==> src/rtl/dmem_arbiter_pkg.sv <==
// Shared types and defaults for the data-memory arbiter slice.
package dmem_arb_pkg;

  typedef enum logic [1:0] {
    S_CPU   = 2'd0,
    S_EXT   = 2'd1,
    S_YIELD = 2'd2
  } arb_state_t;

  localparam logic [31:0] DATA_BASE_DEF  = 32'h1001_0000;
  localparam int          DMEM_DEPTH     = 2048;
  localparam int          DMEM_ADDR_W    = $clog2(DMEM_DEPTH);
  localparam int          STARVE_MAX_DEF = 8;
  localparam int          BURST_MAX_DEF  = 4;

endpackage

==> src/rtl/dmem_arbiter_if.sv <==
// CPU data port, external DMA/loader port and dmem strobes bundled as one bus.
interface dmem_arbiter_if
  import dmem_arb_pkg::*;
#(
  parameter int ADDR_W = DMEM_ADDR_W
);
  logic              cpu_r;
  logic              cpu_w;
  logic [31:0]       cpu_addr;
  logic [31:0]       cpu_wdata;
  logic [31:0]       cpu_rdata;
  logic              cpu_stall;
  logic              ext_req;
  logic              ext_we;
  logic [ADDR_W-1:0] ext_addr;
  logic [31:0]       ext_wdata;
  logic              ext_gnt;
  logic              ext_rvalid;
  logic [31:0]       ext_rdata;
  logic              dm_r;
  logic              dm_w;
  logic [ADDR_W-1:0] dm_addr;
  logic [31:0]       dm_wdata;
  logic [31:0]       dm_rdata;
  logic              addr_err;

  // slave: the arbiter; master: the surrounding CPU/ext/dmem environment
  modport slave (
    input  cpu_r, cpu_w, cpu_addr, cpu_wdata,
    input  ext_req, ext_we, ext_addr, ext_wdata,
    input  dm_rdata,
    output cpu_rdata, cpu_stall,
    output ext_gnt, ext_rvalid, ext_rdata,
    output dm_r, dm_w, dm_addr, dm_wdata,
    output addr_err
  );

  modport master (
    output cpu_r, cpu_w, cpu_addr, cpu_wdata,
    output ext_req, ext_we, ext_addr, ext_wdata,
    output dm_rdata,
    input  cpu_rdata, cpu_stall,
    input  ext_gnt, ext_rvalid, ext_rdata,
    input  dm_r, dm_w, dm_addr, dm_wdata,
    input  addr_err
  );

endinterface

==> src/rtl/dmem_arbiter_sat_counter.sv <==
// Up-counter that saturates at MAX; clear wins over increment.
module arb_sat_counter #(
  parameter int MAX = 8,
  parameter int W   = $clog2(MAX + 1)
) (
  input  logic         clk,
  input  logic         rst,
  input  logic         inc,
  input  logic         clr,
  output logic [W-1:0] cnt
);

  always_ff @(posedge clk or posedge rst) begin
    if (rst) begin
      cnt <= '0;
    end else if (clr) begin
      cnt <= '0;
    end else if (inc && (cnt != W'(MAX))) begin
      cnt <= cnt + 1'b1;
    end
  end

endmodule

==> src/rtl/dmem_arbiter.sv <==
// Shares single-port dmem between the CPU data port (priority) and an ext port
// that gets bounded bursts and a starvation guarantee.
//
//   state   | meaning
//   S_CPU   | CPU owns dmem; ext admitted when CPU idle or starve_cnt at max
//   S_EXT   | ext owns dmem, one beat per requesting cycle; CPU stalled
//   S_YIELD | one forced CPU-only cycle after a full burst
module dmem_arbiter
  import dmem_arb_pkg::*;
#(
  parameter int          ADDR_W     = DMEM_ADDR_W,
  parameter logic [31:0] DATA_BASE  = DATA_BASE_DEF,
  parameter int          STARVE_MAX = STARVE_MAX_DEF,
  parameter int          BURST_MAX  = BURST_MAX_DEF
) (
  input logic           clk,
  input logic           rst,
  dmem_arbiter_if.slave bus
);

  localparam int          SW        = $clog2(STARVE_MAX + 1);
  localparam int          BW        = $clog2(BURST_MAX + 1);
  localparam logic [32:0] WIN_BYTES = 33'd4 << ADDR_W;

  arb_state_t    state, state_nxt;
  logic [SW-1:0] starve_cnt;
  logic [BW-1:0] beat_cnt;
  logic [31:0]   cpu_off;
  logic          cpu_act, addr_ok, ext_beat, ext_rd_beat, starve_full, last_beat;

  assign cpu_act     = bus.cpu_r | bus.cpu_w;
  assign cpu_off     = bus.cpu_addr - DATA_BASE;
  assign addr_ok     = (bus.cpu_addr >= DATA_BASE) && ({1'b0, cpu_off} < WIN_BYTES)
                       && (bus.cpu_addr[1:0] == 2'b00);
  assign starve_full = (starve_cnt == SW'(STARVE_MAX));
  assign last_beat   = (beat_cnt == BW'(BURST_MAX - 1));
  assign ext_beat    = (state == S_EXT) && bus.ext_req;
  assign ext_rd_beat = ext_beat && !bus.ext_we;

  arb_sat_counter #(.MAX(STARVE_MAX), .W(SW)) u_starve (
    .clk (clk),
    .rst (rst),
    .inc ((state == S_CPU) && bus.ext_req && cpu_act),
    .clr ((state == S_EXT) || !bus.ext_req),
    .cnt (starve_cnt)
  );

  arb_sat_counter #(.MAX(BURST_MAX), .W(BW)) u_beat (
    .clk (clk),
    .rst (rst),
    .inc (ext_beat),
    .clr ((state != S_EXT) && (state_nxt == S_EXT)),
    .cnt (beat_cnt)
  );

  always_ff @(posedge clk or posedge rst) begin
    if (rst) begin
      state <= S_CPU;
    end else begin
      state <= state_nxt;
    end
  end

  always_comb begin
    state_nxt = state;
    case (state)
      S_CPU:   if (bus.ext_req && (!cpu_act || starve_full)) state_nxt = S_EXT;
      S_EXT: begin
        if (!bus.ext_req)   state_nxt = S_CPU;
        else if (last_beat) state_nxt = S_YIELD;
      end
      S_YIELD: state_nxt = S_CPU;
      default: state_nxt = S_CPU;
    endcase
  end

  always_comb begin
    bus.ext_gnt   = 1'b0;
    bus.cpu_stall = 1'b0;
    bus.dm_r      = bus.cpu_r & addr_ok;
    bus.dm_w      = bus.cpu_w & addr_ok;
    bus.dm_addr   = cpu_off[ADDR_W+1:2];
    bus.dm_wdata  = bus.cpu_wdata;
    if (state == S_EXT) begin
      bus.ext_gnt   = bus.ext_req;
      bus.cpu_stall = cpu_act;
      bus.dm_r      = bus.ext_req & ~bus.ext_we;
      bus.dm_w      = bus.ext_req & bus.ext_we;
      bus.dm_addr   = bus.ext_addr;
      bus.dm_wdata  = bus.ext_wdata;
    end
  end

  // Bad CPU addresses read as zero so stray loads never see aliased words
  assign bus.cpu_rdata = addr_ok ? bus.dm_rdata : 32'h0;

  always_ff @(posedge clk or posedge rst) begin
    if (rst) begin
      bus.ext_rvalid <= 1'b0;
      bus.ext_rdata  <= '0;
      bus.addr_err   <= 1'b0;
    end else begin
      bus.ext_rvalid <= ext_rd_beat;
      if (ext_rd_beat) bus.ext_rdata <= bus.dm_rdata;
      if (cpu_act && !addr_ok && (state != S_EXT)) bus.addr_err <= 1'b1;
    end
  end

endmodule

==> src/flat_wrapper.sv <==
// flat-port wrapper written by rule: the top's interface ports become plain ports
module dmem_arbiter_flat import dmem_arb_pkg::*;
#(
  parameter int          ADDR_W     = DMEM_ADDR_W,
  parameter logic [31:0] DATA_BASE  = DATA_BASE_DEF,
  parameter int          STARVE_MAX = STARVE_MAX_DEF,
  parameter int          BURST_MAX  = BURST_MAX_DEF
)
  (clk, rst, bus_cpu_r, bus_cpu_w, bus_cpu_addr, bus_cpu_wdata, bus_ext_req, bus_ext_we, bus_ext_addr, bus_ext_wdata, bus_dm_rdata, bus_cpu_rdata, bus_cpu_stall, bus_ext_gnt, bus_ext_rvalid, bus_ext_rdata, bus_dm_r, bus_dm_w, bus_dm_addr, bus_dm_wdata, bus_addr_err);
  dmem_arbiter_if #(.ADDR_W(ADDR_W)) bus_i ();
  input logic clk;
  input logic rst;
  input wire logic [$bits(bus_i.cpu_r)-1:0] bus_cpu_r;
  input wire logic [$bits(bus_i.cpu_w)-1:0] bus_cpu_w;
  input wire logic [$bits(bus_i.cpu_addr)-1:0] bus_cpu_addr;
  input wire logic [$bits(bus_i.cpu_wdata)-1:0] bus_cpu_wdata;
  input wire logic [$bits(bus_i.ext_req)-1:0] bus_ext_req;
  input wire logic [$bits(bus_i.ext_we)-1:0] bus_ext_we;
  input wire logic [$bits(bus_i.ext_addr)-1:0] bus_ext_addr;
  input wire logic [$bits(bus_i.ext_wdata)-1:0] bus_ext_wdata;
  input wire logic [$bits(bus_i.dm_rdata)-1:0] bus_dm_rdata;
  output wire logic [$bits(bus_i.cpu_rdata)-1:0] bus_cpu_rdata;
  output wire logic [$bits(bus_i.cpu_stall)-1:0] bus_cpu_stall;
  output wire logic [$bits(bus_i.ext_gnt)-1:0] bus_ext_gnt;
  output wire logic [$bits(bus_i.ext_rvalid)-1:0] bus_ext_rvalid;
  output wire logic [$bits(bus_i.ext_rdata)-1:0] bus_ext_rdata;
  output wire logic [$bits(bus_i.dm_r)-1:0] bus_dm_r;
  output wire logic [$bits(bus_i.dm_w)-1:0] bus_dm_w;
  output wire logic [$bits(bus_i.dm_addr)-1:0] bus_dm_addr;
  output wire logic [$bits(bus_i.dm_wdata)-1:0] bus_dm_wdata;
  output wire logic [$bits(bus_i.addr_err)-1:0] bus_addr_err;
  assign bus_i.cpu_r = bus_cpu_r;
  assign bus_i.cpu_w = bus_cpu_w;
  assign bus_i.cpu_addr = bus_cpu_addr;
  assign bus_i.cpu_wdata = bus_cpu_wdata;
  assign bus_i.ext_req = bus_ext_req;
  assign bus_i.ext_we = bus_ext_we;
  assign bus_i.ext_addr = bus_ext_addr;
  assign bus_i.ext_wdata = bus_ext_wdata;
  assign bus_i.dm_rdata = bus_dm_rdata;
  assign bus_cpu_rdata = bus_i.cpu_rdata;
  assign bus_cpu_stall = bus_i.cpu_stall;
  assign bus_ext_gnt = bus_i.ext_gnt;
  assign bus_ext_rvalid = bus_i.ext_rvalid;
  assign bus_ext_rdata = bus_i.ext_rdata;
  assign bus_dm_r = bus_i.dm_r;
  assign bus_dm_w = bus_i.dm_w;
  assign bus_dm_addr = bus_i.dm_addr;
  assign bus_dm_wdata = bus_i.dm_wdata;
  assign bus_addr_err = bus_i.addr_err;
  dmem_arbiter #(.ADDR_W(ADDR_W), .DATA_BASE(DATA_BASE), .STARVE_MAX(STARVE_MAX), .BURST_MAX(BURST_MAX)) u_core (.clk(clk), .rst(rst), .bus(bus_i));
endmodule
==> config.mk <==
export PLATFORM = sky130hd
export DESIGN_NAME = dmem_arbiter_flat
export DESIGN_NICKNAME = d
export VERILOG_FILES = /design/src/rtl/dmem_arbiter_pkg.sv /design/src/rtl/dmem_arbiter_if.sv /design/src/rtl/dmem_arbiter_sat_counter.sv /design/src/rtl/dmem_arbiter.sv /design/src/flat_wrapper.sv
export SDC_FILE = /design/constraint.sdc
export NUM_CORES = 1
export LEC_CHECK = 0
export CAP_MARGIN = 10
export CORE_UTILIZATION = 27
export DETAILED_ROUTE_END_ITERATION = 10
export GPL_TIMING_DRIVEN = 1
export PLACE_DENSITY_LB_ADDON = 0.25
export SKIP_CTS_REPAIR_TIMING = 1
export SLEW_MARGIN = 20
export SYNTH_ARGS = -nofsm -noshare
export SYNTH_HDL_FRONTEND = slang
export SYNTH_HIERARCHICAL = 1
export SYNTH_SLANG_ARGS = --single-unit
==> constraint.sdc <==
create_clock -name clk -period 1.6 [get_ports clk]
set_input_delay 0.32 -clock clk [delete_from_list [all_inputs] [get_ports clk]]
set_output_delay 0.32 -clock clk [all_outputs]
set_load 0.1 [all_outputs]
==> flow_summary_export.csv <==
group,metric,value,unit
global_routing,antenna_found_initial,1,
global_routing,grt_overflow_total,0,
pwr,seq_power_share,17.6,%
synth,yosys.area_share.simple,34.2,%
floorplan,dieHeight,102,um
worst_hold_path,hp-class,"in -> async",
finish,fin_cells,745,
clock_tree,tritoncts,"done",
pwr,pwr_density_cell,1270,nW/um^2
sta,slew_headroom,79.0,%
sta,rsz0062_at_grt,"true",
pwr,combPwrFrac,75.8,%
synth,synth_mux_area_share,15.3,%
critical_path,r2r-start,"u_core/state[1]",
critical_path,r2r_end,"u_core/bus.ext_rdata[4]",
synth,synth_most_common_cell,"nand2_1",
synth,synth_commonest_cells,"nand2_1, dfrtp_1, and2_1, mux2_1, nor2_1",
global_routing,grt_use_total,22.9,%
placed_design,dp.cells,707,
finish,fin_util,89.6,%
critical_path,crit_top_cell,"buf_6",
sta,worstMarginPinSlew,0.311,ns
route,route.detailed.drc,0,
sta,setup_viol,116,
placed_design,place_ws,-0.804,ns
critical_path,r2r.worst_path.cells,5,
route,drt_wl_total,18600,um
global_routing,grt_pass1_vias,3460,
finish,area_growth,215,%
floorplan,die_area,10300,sq um
floorplan,die_x,102,um
sta,min_period,2.11,ns
route,wire_per_inst,25.0,um
synth,yosys_most_used_dff,"dfrtp_1",
global_routing,grt_max_degree,45,
placed_design,port_buffers,257,
synth,synthAdderAreaFrac,1.87,%
route,ant_nets,0,
pwr,ir_drop,1.05,mV
sta,drv_slew,0,
pwr,p_leak,3.93,nW
sta,fmax,0.474,GHz
clock_tree,cts_htree_levels,2,
synth,synth_top_family_by_area,"simple AND/OR/NAND/NOR gates",
clock_tree,clk_pin_slew_worst_paths,0.08,ns
status,outcome,"complete, but fails checks",
sta,hold_viol_final,0,
clock_tree,clk_path_buf_depth,2,
finish,final_nets,763,
clock_tree,cts_inserted_buffers,5,
synth,synthTopCellsByArea,"dfrtp_1, nand2_1, mux2_1, and2_1, ha_1",
clock_tree,cts.sinks,43,
pwr,switchingPower,0.00585,W
synth,synth.distinct_cells,40,
finish,drive_gt1_share,60.3,%
run,maxCapViolations,0,
status,failed_checks,"setup timing",
route,vias_per_cell,5.01,
sta,tns,-34.18,ns
critical_path,rrSetupSlack,-0.18,ns
synth,avgSynthCellArea,8.36,sq um
critical_path,path_max_fanout,4,
clock_tree,clkLatencyLatePin,0.30,ns
placed_design,hpwl,10400,um
critical_path,worstSetupPathType,"in -> out",
synth,yosysTopAreaCell,"dfrtp_1",
synth,synth_edf_count,0,
critical_path,end_kind,"output port",
synth,synth-compound-area-share,3.51,%
placed_design,gp_congestion,0.774,
pwr,p_int,0.00485,W
synth,syn-cell-area,2670,sq um
sta,final.setup_skew,0.0123,ns
critical_path,crit_required,1.28,ns
route,vias,3734,
synth,syn-instance-count,320,
sta,post-route-period-util,132,%
global_routing,grt_pass1_wl,17800,um
synth,syn_nets,469,
critical_path,slowest_stage,"nor4_4",
synth,synthXorXnorAreaFrac,0.328,%
floorplan,ioPinCount,258,
clock_tree,cts_root_buf,"clkbuf_8",
route,drt_iter0_drc,139,
synth,ys_warn_count,6,
pwr,swShare,54.7,%
sta,finalWorstSetupSlack,-0.512,ns
critical_path,path_cells,"dlymetal6s2s_1 -> nor4_4 -> nand3_2 -> nor3_4 -> buf_6 -> buf_6 -> a32o_4 -> buf_12",
route,firstDrtPassIters,4,
critical_path,startpoint_type,"input pin",
pwr,clkPwrFrac,6.6,%
synth,synth_seq_cells,43,
floorplan,initial_core_util,28.4,%
synth,ys_seq_area_share,40.2,%
floorplan,rows,35,
synth,synth-async-reset-ratio,100,%
critical_path,slowest_delay,0.33,ns
critical_path,worstPathArrival,1.79,ns
sta,holdWs,0.293,ns
synth,synth_top_area_share,40.2,%
floorplan,core,9420,sq um
==> power by group through the flow <==
stage | clock network [W] | logic, W | registers (W)
3_5_place_dp | 0 | 0.00727 | 0.00186
6_report | 0.000702 | 0.00812 | 0.00188
3_3_place_gp | 0 | 0.00718 | 0.00182
5_1_grt | 0.000772 | 0.00827 | 0.00192
4_1_cts | 0.000704 | 0.00728 | 0.00184
2_1_floorplan | 0 | 0.00203 | 0.00404
==> per-layer routing <==
metal | global-route usage, % | up-vias | part of all wire (%)
li1 | - | 1619 | -
met1 | 20.6 | 1843 | 33
met2 | 47.2 | 206 | 54
met3 | 5.11 | 66 | 7.1
met4 | 10.8 | 0 | 6.2
met5 | 0 | - | 0
==> cells in the final DEF (no fill, tap or decap), drive strengths merged, types with 3 or more instances in the layout <==
cell type / n
and2: 32
buf: 148
clkbuf: 20
clkdlybuf4s50: 122
dfrtp: 43
dlymetal6s2s: 18
ha: 4
inv: 8
mux2: 34
nand2: 134
nand2b: 6
nor2: 12
nor3: 3
nor4: 3
==> metrics by stage <==
stage | instance area, sq um | total power (W)
finish | 8430 | 0.0107
global route | 8430 | 0.0110
CTS | 7210 | 0.00982
detailed placement | 7130 | 0.00913
global placement | 7130 | 0.00901
floorplan | 3160 | 0.00607
==> cells by family after synthesis <==
group                    Yosys count
AND/OR/NAND/NOR                  199
flip-flops                        43
multiplexers                      36
buffers and inverters             25
AO/OA/AOI/OAI                     12
adder cells (fa/ha/maj)            4
XOR/XNOR                           1
==> sequential cells by signal, summed over array words and instances (netlist names) <==
signal,cells
u_core/u_beat/cnt,3
u_core/state,2
u_core/u_starve/cnt,4
u_core/bus.ext_rvalid,1
u_core/bus.ext_rdata,32
u_core/bus.addr_err,1
==> worst max-delay path, delay by kind of cell <==
kind	cells	cell delay (ns)
buffers and inverters	4	0.59
AND/OR/NAND/NOR	3	0.68
AO/OA/AOI/OAI	1	0.20
==> final cells by class <==
| class | count | area, sq um |
|---|---|---|
| clock buffers | 6 | 72.6 |
| diodes | 1 | 2.50 |
| well taps | 129 | 161 |
| multi-input cells | 253 | 2610 |
| flip-flops and latches | 43 | 1080 |
| repair buffers | 302 | 4450 |
| inverters | 9 | 37.5 |
| clock inverters | 2 | 12.5 |
| fillers | 320 | 982 |
==> worst max path at each step <==
stage                          start                end  slack [ns]  cells after the start
finish              bus_cpu_addr[25]           bus_dm_w       -0.51                      8
global route        bus_cpu_addr[25]           bus_dm_w       -0.57                      8
CTS                 bus_cpu_addr[14]  bus_cpu_rdata[27]       -0.80                      7
detailed placement  bus_cpu_addr[14]  bus_cpu_rdata[27]       -0.80                      7
global placement    bus_cpu_addr[14]           bus_dm_w       -0.76                      7
floorplan            u_core/state[0]           bus_dm_w       -0.34                      3
No activity file was read; power rests on OpenSTA's default activity.
